## src/rtl/mem_arb_pkg.sv

```systemverilog
// Shared types and constants for the two-port memory arbiter.
// The state encoding is fixed: IDLE=0, BUSY=1, RESP=2. Code 3 falls back to IDLE.
package mem_arb_pkg;

    localparam int   DATA_W = 32;
    localparam logic REQ_IF = 1'b0;
    localparam logic REQ_LS = 1'b1;

    typedef enum logic [1:0] {
        IDLE = 2'd0,
        BUSY = 2'd1,
        RESP = 2'd2
    } arb_state_t;

endpackage

```

## src/rtl/mem_arb_pick.sv

```systemverilog
// Two-way round-robin pick: with both requesting, the one not served last wins.
// Purely combinational.
module mem_arb_pick
    import mem_arb_pkg::*;
(
    input  logic req0,
    input  logic req1,
    input  logic last,
    output logic grant_valid,
    output logic grant_id
);

    always_comb begin
        grant_valid = req0 | req1;
        if (req0 && req1)
            grant_id = ~last;
        else if (req1)
            grant_id = REQ_LS;
        else
            grant_id = REQ_IF;
    end

endmodule

```

## src/rtl/mem_port_arbiter.sv

```systemverilog
// Shares one memory port between instruction fetch (0) and load/store (1).
// Every output is a register, so no input reaches an output combinationally.
//
//  state | meaning
//  IDLE  | waiting for a request; arbitrate and latch payload on grant
//  BUSY  | mem_req high, waiting for mem_ack or watchdog expiry
//  RESP  | one-cycle ack (and err on timeout) to the owner
module mem_port_arbiter
    import mem_arb_pkg::*;
#(
    parameter int TIMEOUT = 255,
    parameter int CNT_W   = 8
) (
    input  logic              clk,
    input  logic              rst,
    input  logic              req0,
    input  logic              req1,
    input  logic [DATA_W-1:0] addr0,
    input  logic [DATA_W-1:0] addr1,
    input  logic              we0,
    input  logic              we1,
    input  logic [DATA_W-1:0] wdata0,
    input  logic [DATA_W-1:0] wdata1,
    output logic              ack0,
    output logic              ack1,
    output logic              err0,
    output logic              err1,
    output logic [DATA_W-1:0] rdata,
    output logic              sel,
    output logic              mem_req,
    output logic [DATA_W-1:0] mem_addr,
    output logic              mem_we,
    output logic [DATA_W-1:0] mem_wdata,
    input  logic [DATA_W-1:0] mem_rdata,
    input  logic              mem_ack
);

    localparam logic [CNT_W-1:0] WD_LAST = CNT_W'((TIMEOUT > 0) ? TIMEOUT - 1 : 0);

    arb_state_t        state_q, state_nx;
    logic              last_q, last_nx;
    logic              sel_nx, mem_req_nx, mem_we_nx;
    logic [DATA_W-1:0] mem_addr_nx, mem_wdata_nx, rdata_nx;
    logic              ack0_nx, ack1_nx, err0_nx, err1_nx;
    logic [CNT_W-1:0]  wd_q, wd_nx;
    logic              grant_valid, grant_id, timeout_hit;

    mem_arb_pick u_pick (
        .req0        (req0),
        .req1        (req1),
        .last        (last_q),
        .grant_valid (grant_valid),
        .grant_id    (grant_id)
    );

    assign timeout_hit = (TIMEOUT != 0) && (wd_q == WD_LAST);

    always_comb begin
        state_nx     = state_q;
        last_nx      = last_q;
        sel_nx       = sel;
        mem_req_nx   = 1'b0;
        mem_addr_nx  = mem_addr;
        mem_we_nx    = mem_we;
        mem_wdata_nx = mem_wdata;
        rdata_nx     = rdata;
        wd_nx        = wd_q;
        ack0_nx      = 1'b0;
        ack1_nx      = 1'b0;
        err0_nx      = 1'b0;
        err1_nx      = 1'b0;
        case (state_q)
            IDLE: begin
                if (grant_valid) begin
                    sel_nx       = grant_id;
                    last_nx      = grant_id;
                    mem_addr_nx  = (grant_id == REQ_LS) ? addr1  : addr0;
                    mem_we_nx    = (grant_id == REQ_LS) ? we1    : we0;
                    mem_wdata_nx = (grant_id == REQ_LS) ? wdata1 : wdata0;
                    wd_nx        = '0;
                    mem_req_nx   = 1'b1;
                    state_nx     = BUSY;
                end
            end
            BUSY: begin
                // An ack arriving in the watchdog's last cycle still counts as success.
                if (mem_ack) begin
                    rdata_nx = mem_rdata;
                    ack0_nx  = (sel == REQ_IF);
                    ack1_nx  = (sel == REQ_LS);
                    state_nx = RESP;
                end else if (timeout_hit) begin
                    rdata_nx = '0;
                    ack0_nx  = (sel == REQ_IF);
                    ack1_nx  = (sel == REQ_LS);
                    err0_nx  = (sel == REQ_IF);
                    err1_nx  = (sel == REQ_LS);
                    state_nx = RESP;
                end else begin
                    wd_nx      = wd_q + CNT_W'(1);
                    mem_req_nx = 1'b1;
                end
            end
            RESP: begin
                state_nx = IDLE;
            end
            default: begin
                state_nx = IDLE;
            end
        endcase
    end

    always_ff @(posedge clk) begin
        if (rst) begin
            state_q   <= IDLE;
            last_q    <= REQ_IF;
            sel       <= REQ_IF;
            mem_req   <= 1'b0;
            mem_addr  <= '0;
            mem_we    <= 1'b0;
            mem_wdata <= '0;
            rdata     <= '0;
            wd_q      <= '0;
            ack0      <= 1'b0;
            ack1      <= 1'b0;
            err0      <= 1'b0;
            err1      <= 1'b0;
        end else begin
            state_q   <= state_nx;
            last_q    <= last_nx;
            sel       <= sel_nx;
            mem_req   <= mem_req_nx;
            mem_addr  <= mem_addr_nx;
            mem_we    <= mem_we_nx;
            mem_wdata <= mem_wdata_nx;
            rdata     <= rdata_nx;
            wd_q      <= wd_nx;
            ack0      <= ack0_nx;
            ack1      <= ack1_nx;
            err0      <= err0_nx;
            err1      <= err1_nx;
        end
    end

endmodule
```

## config.mk

```make
export PLATFORM = sky130hd
export DESIGN_NAME = mem_port_arbiter
export DESIGN_NICKNAME = d
export VERILOG_FILES = /design/src/rtl/mem_arb_pkg.sv /design/src/rtl/mem_arb_pick.sv /design/src/rtl/mem_port_arbiter.sv
export SDC_FILE = /design/constraint.sdc
export NUM_CORES = 1
export LEC_CHECK = 0
export BUFFER_PORTS_ARGS = -buffer_cell sky130_fd_sc_hd__buf_2
export CORE_ASPECT_RATIO = 1.1
export CORE_MARGIN = 3
export CORE_UTILIZATION = 43
export CTS_CLUSTER_SIZE = 8
export DETAILED_ROUTE_END_ITERATION = 6
export GPL_ROUTABILITY_DRIVEN = 0
export HOLD_SLACK_MARGIN = 0.1
export PLACE_DENSITY = 0.79
export SLEW_MARGIN = 20
export SYNTH_ARGS = -nofsm -noshare
export SYNTH_HDL_FRONTEND = slang
export SYNTH_HIERARCHICAL = 1
export SYNTH_SLANG_ARGS = --single-unit
```

## constraint.sdc

```tcl
create_clock -name clk -period 1.77 [get_ports clk]
set_input_delay 0.177 -clock clk [delete_from_list [all_inputs] [get_ports clk]]
set_output_delay 0.177 -clock clk [all_outputs]
set_load 0.02 [all_outputs]
```

# Word level (Yosys, flattened, before mapping)
# Cells that the tools add are included.
# word_totals
reg_bits,113
mem_bits_rw,0
word_cells,55
rom_bits,0
latchBits,0
mem_count,0
out_inout_bits,103
input_bits,167
# classes
mux,23
shift,0
mul,0
div_mod_pow,0
magnitude_cmp,0
bitwise,3
n_eq_ne,6
addsub,1
reduce_logical,10
# ops
op,n
$mux 32,4
$mux 8,3
$pmux 8 s2,1
$mux 1,10
$add 8x1->8 const B,1
$eq 8x8->1 const B,1
$mux 2,3
$ne 2x2->1 const B,3
$reduce_and 2->1,3
$pmux 2 s2,1
$reduce_and 4->1,1
$reduce_bool 2->1,2
$ne 3x3->1 const B,1
$reduce_or 3->1,1
$eq 2x1->1 const B,1
$logic_not 2->1,1
$not 1->1,2
$pmux 1 s2,1
$reduce_or 2->1,1
$logic_and 1x1->1,1
$or 1x1->1,1

# Longest topological paths before layout
# logic_depth
ltp_word,4
ltp_mapped,7
depth_no_buf,6

# Cells and area by module
# The synthesis kept the hierarchy.
# by_module_without_submodules
module,n_inst,cells_per_inst,seq_area_each_um2,area_per_inst_um2
mem_port_arbiter,1,439,2262.2,4533.1
mem_arb_pick,1,2,0.0,13.8

# Worst setup path before layout
# No wires, ideal clock.
# synth_path
path_type,register to register
from,reg last_q
to,reg mem_wdata[25]
slack_ns,0.243
required_time_ns,1.636
stages_incl_launch_ff,7
path_buffers,3
arrival_ns,1.392
setup_ns,0.134
path_cell_list,dfxtp_1 a21boi_1 clkbuf_1 buf_4 buf_2 mux2i_1 a211oi_1
# synth_via
elab_chain_len,3
# synth_lines
element,line,source
"start, declared",mem_port_arbiter.sv:41,"logic last_q, last_nx;"
"start signal, assigned",mem_port_arbiter.sv:130,last_q <= last_nx;
$not 1->1,mem_arb_pick.sv:16,grant_id = ~last;
$mux 1,mem_arb_pick.sv:15,if (req0 && req1)
via grant_id,mem_port_arbiter.sv:46,"logic grant_valid, grant_id, timeout_hit;"
$mux 32,mem_port_arbiter.sv:79,mem_wdata_nx = (grant_id == REQ_LS) ? wdata1 : wdata0;
"end signal, assigned",mem_port_arbiter.sv:135,mem_wdata <= mem_wdata_nx;
"end, declared",mem_port_arbiter.sv:33,"output logic [DATA_W-1:0] mem_wdata,"
# The timed path passes the listed nets, and every way through them passes these cells.
# A chain may end at the register's enable or synchronous reset.

# Final worst setup path
# layout_path
from,reg state_q[0]
to,reg rdata[17]
# layout_via
elab_chain_len,2
# layout_lines
element,line,source
"start, declared",mem_port_arbiter.sv:40,"arb_state_t state_q, state_nx;"
"start signal, assigned",mem_port_arbiter.sv:129,state_q <= state_nx;
$eq 2x1->1,mem_port_arbiter.sv:72,case (state_q)
$reduce_and 2->1 (no line),-,
"end signal, assigned",mem_port_arbiter.sv:136,rdata <= rdata_nx;
"end, declared",mem_port_arbiter.sv:28,"output logic [DATA_W-1:0] rdata,"
# No other way between the ends.

==> reports/results.tsv <==
stage	metric	value	unit
routing	drc	0	
worst_setup_path	slowest_stage	nor3_4	
yosys	synth-async-reset-ratio	0	%
sta	timing.final.ws_setup	68.07	ps
global_route	grt_start_max_net_pins	78	
floorplanning	initial_core_util	45.11	%
sta	slew_violations	0	
yosys	yosysWarningCount	6	
yosys	yosysUniqueCellTypes	42	
layout	final_common_cell	buf_2	
status	status	finished, final reports clean	
global_route	grt_pass1_wl	31780	um
routing	drt-total-wl	20150	um
worst_setup_path	worstSetupStartpointType	flip-flop	
global_route	grt_util_all_layers	33.96	%
layout	post-route-util	82.19	%
floorplanning	dieArea	0.01185	sq mm
worst_setup_path	path_buf_inv	0	
floorplanning	die_w	104.0	um
min_path	hold_class	input port to flip-flop	
global_route	grt_pass1_vias	5963	
yosys	synth_edf_count	0	
sta	fin_skew	5.652	ps
power_and_ir_drop	cellLeakagePower	3.997	nW
placement	dpl_cell_area	0.006031	sq mm
placement	dp_slack	3.308	ps
layout	area_growth	82.20	%
sta	worst_slew_pin_slew	700.1	ps
routing	via_per_inst	5.384	
worst_setup_path	crit_type	flip-flop to flip-flop	
routing	first_pass_iters	5	
sta	fin_crit	1702	ps
layout	fin_nets	1036	
floorplanning	core_area	0.01008	sq mm
sta	tns	0	ps
routing	antenna_left	0	
worst_setup_path	cp-end-kind	flip-flop	
sta	setup_violations	0	
sta	slew_headroom	53.18	%
power_and_ir_drop	powerDensity	975.9	mW/mm^2
cts	ctsLongestPathBuffers	2	
sta	max_freq	587.6	MHz
yosys	synthesis.area	0.004547	sq mm
layout	drive_above_1_share	36.93	%
yosys	synth_seq_cells	113	
cts	clk_latency	500	ps
cts	h-tree-depth	4	
yosys	syn_nets	610	
cts	cts_buffers	17	
worst_setup_path	arrival	2140	ps
worst_setup_path	crit_chain	nand2b_1, nor3_4, a22o_1	
cts	root_buffer	clkbuf_8	
layout	stdcell_area	0.008284	sq mm
power_and_ir_drop	power	0.008084	W
global_route	antenna_found_initial	2	
sta	final.period_utilization	96.15	%
floorplanning	die_y	113.9	um
cts	cts.sinks	113	
yosys	synth_cells	441	
sta	finalHoldViolCount	0	
cts	cts_setup_buffers	0	
worst_setup_path	critPathTopFamily	simple AND/OR/NAND/NOR gates	
layout	final_cell_mix	269 x buf_2, 162 x dlygate4sd3_1, 113 x dfxtp_1	
worst_setup_path	critPathMaxStageDelay	650	ps
worst_setup_path	path_max_fanout	16	
cts	cts_tree	done	
routing	vias	5502	
routing	drtIter0Drc	316	
cts	clk_pin_slew	60	ps
floorplanning	num_rows	38	
routing	wire_per_inst	19.72	um
global_route	globalRouteOverflowTotal	0	
placement	port_buffers	269	
job	maxCapViolations	0	
floorplanning	io_pins	270	
power_and_ir_drop	peakVddDrop	616.4	uV
yosys	synth-seq-area-share	49.75	%
yosys	ys.flop_type	dfxtp_1	
placement	hpwl	9901	um
layout	fillers	537	
yosys	synth_area_per_cell	10.31	sq um
worst_setup_path	worst_ep_required_time	2210	ps
## registers in the layout, indices dropped and copies added, names as in the netlist
register and flops:
mem_wdata 32, err0 1, ack1 1, rdata 32, last_q 1, mem_req 1
mem_addr 32, wd_q 8, err1 1, mem_we 1, state_q 2, ack0 1
## path summary, 6_finish.rpt
kind,to,slack (ps),startpoint,cells after the start
setup / recovery,rdata[17]$_SDFFE_PP0P_,70,state_q[0]$_SDFFE_PP0P_,3
hold / removal,mem_addr[16]$_SDFFE_PP0P_,110,addr0[16],3
setup reg to reg,rdata[17]$_SDFFE_PP0P_,70,state_q[0]$_SDFFE_PP0P_,3
hold reg to reg,rdata[2]$_SDFFE_PP0P_,480,rdata[2]$_SDFFE_PP0P_,1
## cells by family after synthesis
logic type / count (synthesis) / synth area share [%]
AO/OA/AOI/OAI: 117 / 19.98
XOR/XNOR: 2 / 0.3853
adder cells (fa/ha/maj): 2 / 0.5503
buffers and inverters: 38 / 4.430
flip-flops: 113 / 49.75
multiplexers: 66 / 14.56
AND/OR/NAND/NOR: 103 / 10.35
## worst reg2reg max path: cells and delay by family (launching register included)
kind | cells | cell delay, ps
simple gates | 2 | 900
flops | 1 | 480
compound gates | 1 | 260
## repair_timing
| item | in CTS | in global routing |
|---|---|---|
| hold endpoints to repair | 101 | 0 |
| hold buffers | 162 | 0 |
| setup endpoints to repair | 19 | 32 |
| cloned | 1 | 0 |
| resized for setup | 1 | 3 |
| pin swaps | 1 | 0 |
## layer usage
layer	part of all wire [%]	global-route usage (%)	routed length [um]	vias to the layer above
met1	35	34.17	7059	2520
met2	50	60.90	10140	390
met5	0	0	0	-
li1	-	-	-	2486
met3	8.9	11.60	1788	106
met4	5.8	20.57	1165	0
## synth_stat cells (all sizes together), types with 2 or more instances
cell type	number	area (sq um)
o21ai	6	33.78
a22o	32	280.3
or2	2	12.52
nand2	9	33.78
xnor2	2	17.52
inv	2	7.510
and3	2	12.51
buf	22	133.9
nand3	7	35.03
a211oi	65	488.0
ha	2	25.02
mux2i	65	650.6
clkbuf	14	60.05
a31oi	2	12.51
dfxtp	113	2262
nor2	72	270.3
a21oi	7	38.79
## where the power goes
group / switching [W] / internal (W) / leakage, nW / total, W
logic: 0.000959 / 0.000798 / 2.78 / 0.00176
registers: 0.000135 / 0.00277 / 0.931 / 0.00290
clock network: 0.00127 / 0.00216 / 0.285 / 0.00343
## stage by stage
| stage | instances | hold slack, ps |
|---|---|---|
| after floorplan | 441 | 302.5 |
| after global placement | 825 | 387.5 |
| after detailed placement | 825 | 390.3 |
| after CTS | 1020 | 110.8 |
| after global routing | 1022 | 123.0 |
| final | 1022 | 107.3 |
## final cells by class
cell class,instances,area (sq um),share of cell area (%)
Inverter,2,7.507,0.09062
Tap cell,140,175.2,2.114
Antenna cell,2,5.005,0.06041
Clock buffer,17,414.1,4.999
Clock inverter,15,183.9,2.220
Timing Repair Buffer,442,3113,37.58
Multi-Input combinational cell,291,2123,25.63
Sequential cell,113,2262,27.31
Note: power is estimated with default switching activity, not from simulation.
